===== src/rtl/fifo_arb_pkg.sv =====
// rtl/fifo_arb_pkg.sv - shared types and helpers for the FIFO write-port arbiter
package fifo_arb_pkg;

    localparam int DATA_W = 8;
    localparam int CNT_W  = 4;
    localparam int IDX_W  = 3;
    localparam int MAX_N  = 8;

    typedef enum logic {
        IDLE  = 1'b0,
        BURST = 1'b1
    } state_t;

    // Callers zero-extend req_data to the full eight-lane width before passing it in.
    function automatic logic [DATA_W-1:0] get_lane(
        input logic [MAX_N*DATA_W-1:0] data,
        input logic [IDX_W-1:0]        idx
    );
        return data[{idx, 3'b000} +: DATA_W];
    endfunction

endpackage


===== src/rtl/rr_pick.sv =====
// rtl/rr_pick.sv - round-robin pick: first set request at or above ptr, wrapping
module rr_pick #(
    parameter int N     = 4,
    parameter int IDX_W = 3
) (
    input  logic [N-1:0]     i_req,
    input  logic [IDX_W-1:0] i_ptr,
    output logic             o_found,
    output logic [IDX_W-1:0] o_idx
);

    localparam logic [IDX_W:0] N_W = (IDX_W + 1)'(N);

    logic [2*N-1:0]   w_dbl;
    logic [N-1:0]     w_rot;
    logic [IDX_W-1:0] w_off;
    logic [IDX_W:0]   w_sum;

    always_comb begin
        w_dbl   = {i_req, i_req} >> i_ptr;
        w_rot   = w_dbl[N-1:0];
        o_found = 1'b0;
        w_off   = '0;
        for (int k = N - 1; k >= 0; k--) begin
            if (w_rot[k]) begin
                o_found = 1'b1;
                w_off   = IDX_W'(k);
            end
        end
        w_sum = {1'b0, i_ptr} + {1'b0, w_off};
        if (w_sum >= N_W) begin
            w_sum = w_sum - N_W;
        end
        o_idx = w_sum[IDX_W-1:0];
    end

endmodule


===== src/rtl/fifo_wr_arbiter.sv =====
// rtl/fifo_wr_arbiter.sv - round-robin burst arbiter driving a registered FIFO write port
module fifo_wr_arbiter
    import fifo_arb_pkg::*;
#(
    parameter int N            = 4,
    parameter int DEPTH        = 8,
    parameter int AFULL_LEVEL  = 7,
    parameter int MAX_BURST    = 4,
    parameter int IDLE_TIMEOUT = 3
) (
    input  logic                  i_wr_clk,
    input  logic                  i_rst,
    input  logic [N-1:0]          i_req_valid,
    input  logic [N*DATA_W-1:0]   i_req_data,
    input  logic [N-1:0]          i_req_last,
    output logic [N-1:0]          o_req_ready,
    output logic                  o_wr_en,
    output logic [DATA_W-1:0]     o_wdata,
    input  logic                  i_full,
    input  logic [CNT_W-1:0]      i_fifo_counter,
    output logic                  o_grant_active,
    output logic [IDX_W-1:0]      o_grant_id
);

    localparam logic [CNT_W:0]   AFULL_W = (CNT_W + 1)'(AFULL_LEVEL);
    localparam logic [CNT_W:0]   DEPTH_W = (CNT_W + 1)'(DEPTH);
    localparam logic [CNT_W-1:0] MAXB_W  = CNT_W'(MAX_BURST);
    localparam logic [CNT_W-1:0] TO_W    = CNT_W'(IDLE_TIMEOUT);

    state_t           r_state, w_state_nx;
    logic [IDX_W-1:0] r_ptr, w_ptr_nx;
    logic [IDX_W-1:0] r_grant_id, w_grant_id_nx;
    logic [CNT_W-1:0] r_beat_cnt, w_beat_cnt_nx;
    logic [CNT_W-1:0] r_to_cnt, w_to_cnt_nx;
    logic             r_wr_en;
    logic [DATA_W-1:0] r_wdata;

    logic             w_found;
    logic [IDX_W-1:0] w_pick;
    logic [CNT_W:0]   w_occ;
    logic             w_stop;
    logic [N-1:0]     w_ready;
    logic             w_valid_g, w_last_g;
    logic             w_beat, w_idle_tick, w_end;
    logic [IDX_W-1:0] w_ptr_inc;
    logic [DATA_W-1:0] w_lane;

    rr_pick #(.N(N), .IDX_W(IDX_W)) u_rr_pick (
        .i_req   (i_req_valid),
        .i_ptr   (r_ptr),
        .o_found (w_found),
        .o_idx   (w_pick)
    );

    // The write already in flight counts toward occupancy; the depth term guards odd AFULL settings.
    assign w_occ  = {1'b0, i_fifo_counter} + {{CNT_W{1'b0}}, r_wr_en};
    assign w_stop = i_full | (w_occ >= AFULL_W) | (w_occ > DEPTH_W);
    assign w_lane = get_lane((MAX_N * DATA_W)'(i_req_data), r_grant_id);

    always_comb begin
        w_ready   = '0;
        w_valid_g = 1'b0;
        w_last_g  = 1'b0;
        for (int i = 0; i < N; i++) begin
            if (r_grant_id == IDX_W'(i)) begin
                w_ready[i] = (r_state == BURST) && !w_stop;
                w_valid_g  = i_req_valid[i];
                w_last_g   = i_req_last[i];
            end
        end
    end

    assign w_beat      = (r_state == BURST) && !w_stop && w_valid_g;
    assign w_idle_tick = (r_state == BURST) && !w_stop && !w_valid_g;
    assign w_end       = (w_beat && (w_last_g || (r_beat_cnt + CNT_W'(1) == MAXB_W)))
                       || (w_idle_tick && (r_to_cnt + CNT_W'(1) == TO_W));
    assign w_ptr_inc   = (r_grant_id == IDX_W'(N - 1)) ? '0 : r_grant_id + IDX_W'(1);

    always_comb begin
        w_state_nx    = r_state;
        w_ptr_nx      = r_ptr;
        w_grant_id_nx = r_grant_id;
        w_beat_cnt_nx = r_beat_cnt;
        w_to_cnt_nx   = r_to_cnt;
        if (r_state == IDLE) begin
            if (w_found) begin
                w_grant_id_nx = w_pick;
                w_state_nx    = BURST;
            end
        end else begin
            if (w_beat) begin
                w_beat_cnt_nx = r_beat_cnt + CNT_W'(1);
                w_to_cnt_nx   = '0;
            end else if (w_idle_tick) begin
                w_to_cnt_nx = r_to_cnt + CNT_W'(1);
            end
            if (w_end) begin
                w_state_nx    = IDLE;
                w_ptr_nx      = w_ptr_inc;
                w_beat_cnt_nx = '0;
                w_to_cnt_nx   = '0;
            end
        end
    end

    always_ff @(posedge i_wr_clk) begin
        if (i_rst) begin
            r_state    <= IDLE;
            r_ptr      <= '0;
            r_grant_id <= '0;
            r_beat_cnt <= '0;
            r_to_cnt   <= '0;
            r_wr_en    <= 1'b0;
            r_wdata    <= '0;
        end else begin
            r_state    <= w_state_nx;
            r_ptr      <= w_ptr_nx;
            r_grant_id <= w_grant_id_nx;
            r_beat_cnt <= w_beat_cnt_nx;
            r_to_cnt   <= w_to_cnt_nx;
            r_wr_en    <= w_beat;
            if (w_beat) begin
                r_wdata <= w_lane;
            end
        end
    end

    assign o_req_ready    = w_ready;
    assign o_wr_en        = r_wr_en;
    assign o_wdata        = r_wdata;
    assign o_grant_active = (r_state == BURST);
    assign o_grant_id     = r_grant_id;

endmodule


===== config.mk =====
export PLATFORM = sky130hd
export DESIGN_NAME = fifo_wr_arbiter
export DESIGN_NICKNAME = d
export VERILOG_FILES = /design/src/rtl/fifo_arb_pkg.sv /design/src/rtl/rr_pick.sv /design/src/rtl/fifo_wr_arbiter.sv
export SDC_FILE = /design/constraint.sdc
export NUM_CORES = 1
export LEC_CHECK = 0
export CAP_MARGIN = 20
export CORE_ASPECT_RATIO = 2
export CORE_MARGIN = 4
export CORE_UTILIZATION = 55
export CTS_CLUSTER_DIAMETER = 80
export DETAILED_ROUTE_END_ITERATION = 8
export DONT_BUFFER_PORTS = 1
export PLACE_DENSITY_LB_ADDON = 0.08
export SETUP_SLACK_MARGIN = 0.05
export SLEW_MARGIN = 20
export SYNTH_ARGS = -nofsm -noshare
export SYNTH_HDL_FRONTEND = slang
export SYNTH_SLANG_ARGS = --single-unit

===== constraint.sdc =====
create_clock -name i_wr_clk -period 9.83 [get_ports i_wr_clk]
set_clock_uncertainty 0.2 [all_clocks]
set_input_delay 2.4575 -clock i_wr_clk [delete_from_list [all_inputs] [get_ports i_wr_clk]]
set_output_delay 2.4575 -clock i_wr_clk [all_outputs]
set_load 0.02 [all_outputs]

==> impl_metrics.ini, run 1 <==
[pwr]
ir_worst_vdd_mv = 0.0916
p_switching_w = 0.0000730
p_per_area_nw_per_um2 = 136
pwr-share-comb = 0.217
p_seq_frac = 0.441
sw_frac_of_total = 0.289
power.internal_w = 0.000180
clock_power_share = 0.343
p_leak_nw = 0.634

[critical_path]
path_cells = ha_1 > ha_1 > and2_1 > nor4_1 > o311ai_2 > buf_4 > nor2_1 > and2_1
path_class = in2out
worstPathMaxFanout = 23
cp_top_family = simple AND/OR/NAND/NOR gates
cp.required_ns = 7.17
start_kind = primary input
cp-end-kind = primary output
crit_path_top_delay_cell = nor4_1
critPathBufInv = 1
arrival_ns = 4.31
max_stage_delay_ns = 0.41

[sta]
hold_slack_ns = 0.285
grt_setup_unrepaired = no
slew_violations = 0
setup_violations = 0
finalSetupTns_ns = 0
worst_pin_slew_ns = 0.852
timing.max_slew.rel_slack = 0.431
max_freq_mhz = 144
hold_violations = 0
min_period_ns = 6.97
period_share = 0.709

[placement]
placedInstanceArea_um2 = 1790
routabilityCongestion = 0.845
portBuffers = 0
hpwl_um = 3450

[logic_synthesis]
syn_avg_cell_area_um2 = 9.00
netlist_instances = 199
syn_nets = 259
async_flop_share = 0
synth_flop_cell = dfxtp_1
ys_seq_area_frac = 0.268
synth_area_um2 = 1790
yosysWarnings = 0
ys_types = 54
synth_seq_cells = 24
synth-edff-count = 0

[drt]
num_vias = 1532
drt_first_pass_iters = 4
wl_per_cell_um = 19.2
first_iter_violations = 36
viasPerCell = 6.84
wirelength_um = 4310
ant_nets = 0
drc = 0

[cts]
clock_latency_ns = 0.27
cts.reportedPaths.clkPinSlew_ns = 0.08
ctsHoldBuffers = 0
cts.sinks = 24
cts-htree-levels = 1
max-clock-path-buffers = 2
cts_resized = 0
cts_root_buf = clkbuf_8
cts_tree = done
cts_buffers = 3
cts_setup_buffers = 0

[layout]
fin_nets = 254
n_antenna_cell = 0
area_growth_pct = 3.98
drive_above_1_share = 0.119
post-route-cell-area_um2 = 1860
final_util = 0.590

[flow_run]
drv_cap = 0

[grt]
grt_pass1_vias = 1512
grt_pass1_wl_um = 6730
grt_antenna_before_repair = 0
grt_usage = 0.190
gr-total-overflow = 0
grt_max_degree = 28

[die]
rows = 29
die_area_um2 = 4290
pin_count = 64
start_util = 0.567
fp.dieW_um = 48.3
dieHeight_um = 88.7
core_um2 = 3160

[hold_path]
hp-class = reg2reg

[status]
status = finished, final reports clean
cells in the mapped netlist, types with 2 or more instances:
master | n | area share
a21oi_1 | 17 | 0.048
nand2_1 | 9 | 0.019
mux2i_1 | 5 | 0.028
nor3_1 | 5 | 0.014
a211oi_1 | 5 | 0.021
buf_1 | 2 | 0.0042
mux4_2 | 8 | 0.10
o21ai_0 | 16 | 0.045
clkbuf_1 | 7 | 0.015
nand3b_1 | 3 | 0.013
nand4b_1 | 2 | 0.0098
nor2_1 | 8 | 0.017
a311oi_1 | 2 | 0.0098
inv_1 | 12 | 0.025
nand3_1 | 11 | 0.031
and2_1 | 5 | 0.017
or3_1 | 2 | 0.0070
o31ai_1 | 2 | 0.0084
nand4_1 | 2 | 0.0070
nand2b_1 | 6 | 0.021
dfxtp_1 | 24 | 0.27
nor2b_1 | 3 | 0.010
ha_1 | 12 | 0.084
worst paths after layout:
kind / slack [ns] / depth (start not counted) / from / to
hold reg to reg: 0.29 / 2 / r_ptr[2] / r_ptr[2]
setup / recovery: 2.86 / 8 / i_fifo_counter[0] / o_req_ready[2]
setup reg to reg: 6.54 / 7 / o_grant_id[0] / r_beat_cnt[3]
hold / removal: 0.29 / 2 / r_ptr[2] / r_ptr[2]
through the flow:
step | total power [W] | instances | worst slack [ns]
2_1_floorplan | 0.000161 | 199 | 2.83
3_3_place_gp | 0.000166 | 220 | 2.96
3_5_place_dp | 0.000169 | 220 | 2.86
4_1_cts | 0.000254 | 224 | 2.85
5_1_grt | 0.000265 | 224 | 2.68
6_report | 0.000253 | 224 | 2.86
worst min-delay path, delay by kind of cell, from the launching register on:
family,cells,cell delay (ns)
flip-flops,1,0.32
AND/OR/NAND/NOR,1,0.06
multiplexers,1,0.06
per-layer routing:
layer,GRT usage,vias up,part of all wire
met5,0,-,0
met4,0.0605,0,0.0067
met3,0.0590,4,0.067
met2,0.354,54,0.56
met1,0.199,735,0.36
li1,-,739,-
layout by cell type, fill, tap and decap left out, types with 3 or more instances in the layout:
cell / count
a211oi_1: 5
a21oi_1: 17
and2_1: 5
clkbuf_8: 3
dfxtp_1: 24
ha_1: 12
inv_1: 12
mux2i_1: 5
mux4_2: 8
nand2_1: 9
nand2b_1: 6
nand3_1: 11
nand3b_1: 3
nor2_1: 8
nor2b_1: 3
nor3_1: 5
o21ai_0: 16
logic make-up after synthesis:
kind of cell / share of synthesized area
AO/OA/AOI/OAI: 0.226
multiplexers: 0.129
XOR/XNOR: 0.00979
AND/OR/NAND/NOR: 0.221
flip-flops: 0.268
adder cells (fa/ha/maj): 0.0950
buffers and inverters: 0.0510
final cells by class:
class | instances | area [um^2]
inverter | 12 | 45.0
clock inverter | 1 | 30.0
clock buffer | 3 | 41.3
sequential | 24 | 480
fill | 299 | 1290
multi-input combinational | 152 | 1220
tap | 31 | 38.8
timing repair buffer | 1 | 7.51
sequential cells by signal, summed over array words and instances, names as in the netlist:
register        flops
o_wdata             8
o_grant_active      1
r_ptr               3
r_beat_cnt          4
r_to_cnt            4
o_wr_en             1
o_grant_id          3
power by group through the flow:
| stage | Clock, W | Combinational [W] | Sequential (W) |
|---|---|---|---|
| floorplan | 0 | 0.0000517 | 0.000109 |
| global placement | 0 | 0.0000530 | 0.000113 |
| detailed placement | 0 | 0.0000547 | 0.000114 |
| CTS | 0.0000878 | 0.0000549 | 0.000112 |
| global route | 0.0000918 | 0.0000601 | 0.000113 |
| finish | 0.0000866 | 0.0000548 | 0.000111 |
Power figures use the tool's default switching activity.
==> run 2: changes to the inputs <==
- clock period: 9.83 -> 6.6 ns (I/O delays scaled with it)
==> impl_metrics.ini, run 2 (same netlist as run 1, synthesis figures left out) <==
[status]
status = finished, final reports clean

[grt]
grt_max_degree = 28
grt_usage = 0.197
gr-total-overflow = 0
grt_pass1_vias = 1496
grt_antenna_before_repair = 0
grt_pass1_wl_um = 6930

[critical_path]
ff2ff_path_depth = 7
max_stage_delay_ns = 0.41
worstPathMaxFanout = 23
cp.required_ns = 4.75
crit_end = o_req_ready[2]
cp_num_cells = 8
startpoint = i_fifo_counter[0]
path_cells = ha_1 > ha_1 > and2_1 > nor4_1 > o311ai_2 > buf_4 > nor2_1 > and2_1
regToRegEndpoint = r_beat_cnt[3]
start_kind = primary input
cp_top_family = simple AND/OR/NAND/NOR gates
arrival_ns = 3.49
r2r_start = o_grant_id[0]
cp-end-kind = primary output
crit_path_top_delay_cell = nor4_1
rrSetupSlack_ns = 3.28
critPathBufInv = 1
path_class = in2out

[cts]
cts_resized = 0
cts_buffers = 3
max-clock-path-buffers = 2
cts_root_buf = clkbuf_8
cts_setup_buffers = 0
ctsHoldBuffers = 0
clock_latency_ns = 0.27
cts.reportedPaths.clkPinSlew_ns = 0.09
cts.sinks = 24
cts-htree-levels = 1
cts_tree = done

[drt]
wirelength_um = 4320
wl_met1_um = 1620
viasPerCell = 6.73
drc = 0
num_vias = 1507
drt_first_pass_iters = 5
ant_nets = 0
wl_per_cell_um = 19.3
dr_wl_met3_um = 289
highest_layer = met4
first_iter_violations = 45
wl_met2_um = 2340

[die]
fp.dieW_um = 48.3
core_um2 = 3160
start_util = 0.567
die_area_um2 = 4290
dieHeight_um = 88.7
pin_count = 64
rows = 29

[layout]
final_common_cell = dfxtp_1
n_antenna_cell = 0
drive_above_1_share = 0.119
largest_reg_flops = 8
fillCellCount = 293
layout.cells.most_common_list = dfxtp_1 (24), a21oi_1 (17), o21ai_0 (16)
final_util = 0.590
layoutNonFillerInstCount = 224
fin_nets = 254
area_growth_pct = 3.98

[sta]
worst_pin_slew_ns = 0.842
min_period_ns = 5.34
grt_setup_unrepaired = no
slew_violations = 0
hold_violations = 0
timing.max_slew.rel_slack = 0.438
max_freq_mhz = 187
setup_violations = 0
finalSetupTns_ns = 0
period_share = 0.809

[placement]
hpwl_um = 3390
routabilityCongestion = 0.893
dp_cells = 220
portBuffers = 0

[pwr]
p_leak_nw = 0.634
ir_worst_vdd_mv = 0.162
totalPowerFinal_w = 0.000379
p_per_area_nw_per_um2 = 204

[flow_run]
drv_cap = 0

[hold_path]
hp-class = reg2reg
==> run 2: cell counts in the layout (fill, tap and decap cells not counted) <==
Identical to the previous run, type by type.
==> run 2: how the worst min path moves through the flow <==
stage               slack, ns  cells past startpoint      from        to
floorplan                0.25                      2  r_ptr[2]  r_ptr[2]
global placement         0.26                      2  r_ptr[2]  r_ptr[2]
detailed placement       0.27                      2  r_ptr[2]  r_ptr[2]
CTS                      0.29                      2  r_ptr[2]  r_ptr[2]
global route             0.31                      2  r_ptr[2]  r_ptr[2]
finish                   0.29                      2  r_ptr[2]  r_ptr[2]
==> run 2: stage by stage <==
stage | hold WS [ns] | worst slack [ns] | area, um^2
2_1_floorplan | 0.249 | 1.22 | 1790
3_3_place_gp | 0.263 | 1.34 | 1790
3_5_place_dp | 0.274 | 1.25 | 1790
4_1_cts | 0.287 | 1.25 | 1860
5_1_grt | 0.305 | 1.11 | 1860
6_report | 0.289 | 1.26 | 1860
==> run 2: cell type report <==
class,count,area (um^2),area share
clock buffers,3,41.3,0.0222
clock inverters,1,30.0,0.0161
inverters,12,45.0,0.0242
multi-input cells,152,1220,0.655
flip-flops and latches,24,480,0.258
well taps,31,38.8,0.0208
repair buffers,1,7.51,0.00403
==> run 2: power breakdown <==
| part | total (W) | internal [W] | leakage [nW] | switching [W] |
|---|---|---|---|---|
| clock network | 0.000131 | 0.0000811 | 0.0357 | 0.0000500 |
| logic | 0.0000825 | 0.0000369 | 0.404 | 0.0000455 |
| registers | 0.000166 | 0.000150 | 0.195 | 0.0000158 |
| total | 0.000379 | 0.000268 | 0.634 | 0.000111 |
==> run 2: worst register-to-register path, cell delays in order, from the launching register on <==
cell,delay [ns]
dfxtp_1,0.88
inv_1,0.17
ha_1,0.31
nor2b_1,0.18
a2111oi_4,0.51
nor2_2,0.25
or4_4,0.55
a211oi_2,0.22
==> run 2: layer usage <==
layer / global-route usage / vias up
met5: 0 / -
met4: 0.0605 / 0
met3: 0.0523 / 7
met2: 0.350 / 52
met1: 0.226 / 710
li1: - / 738
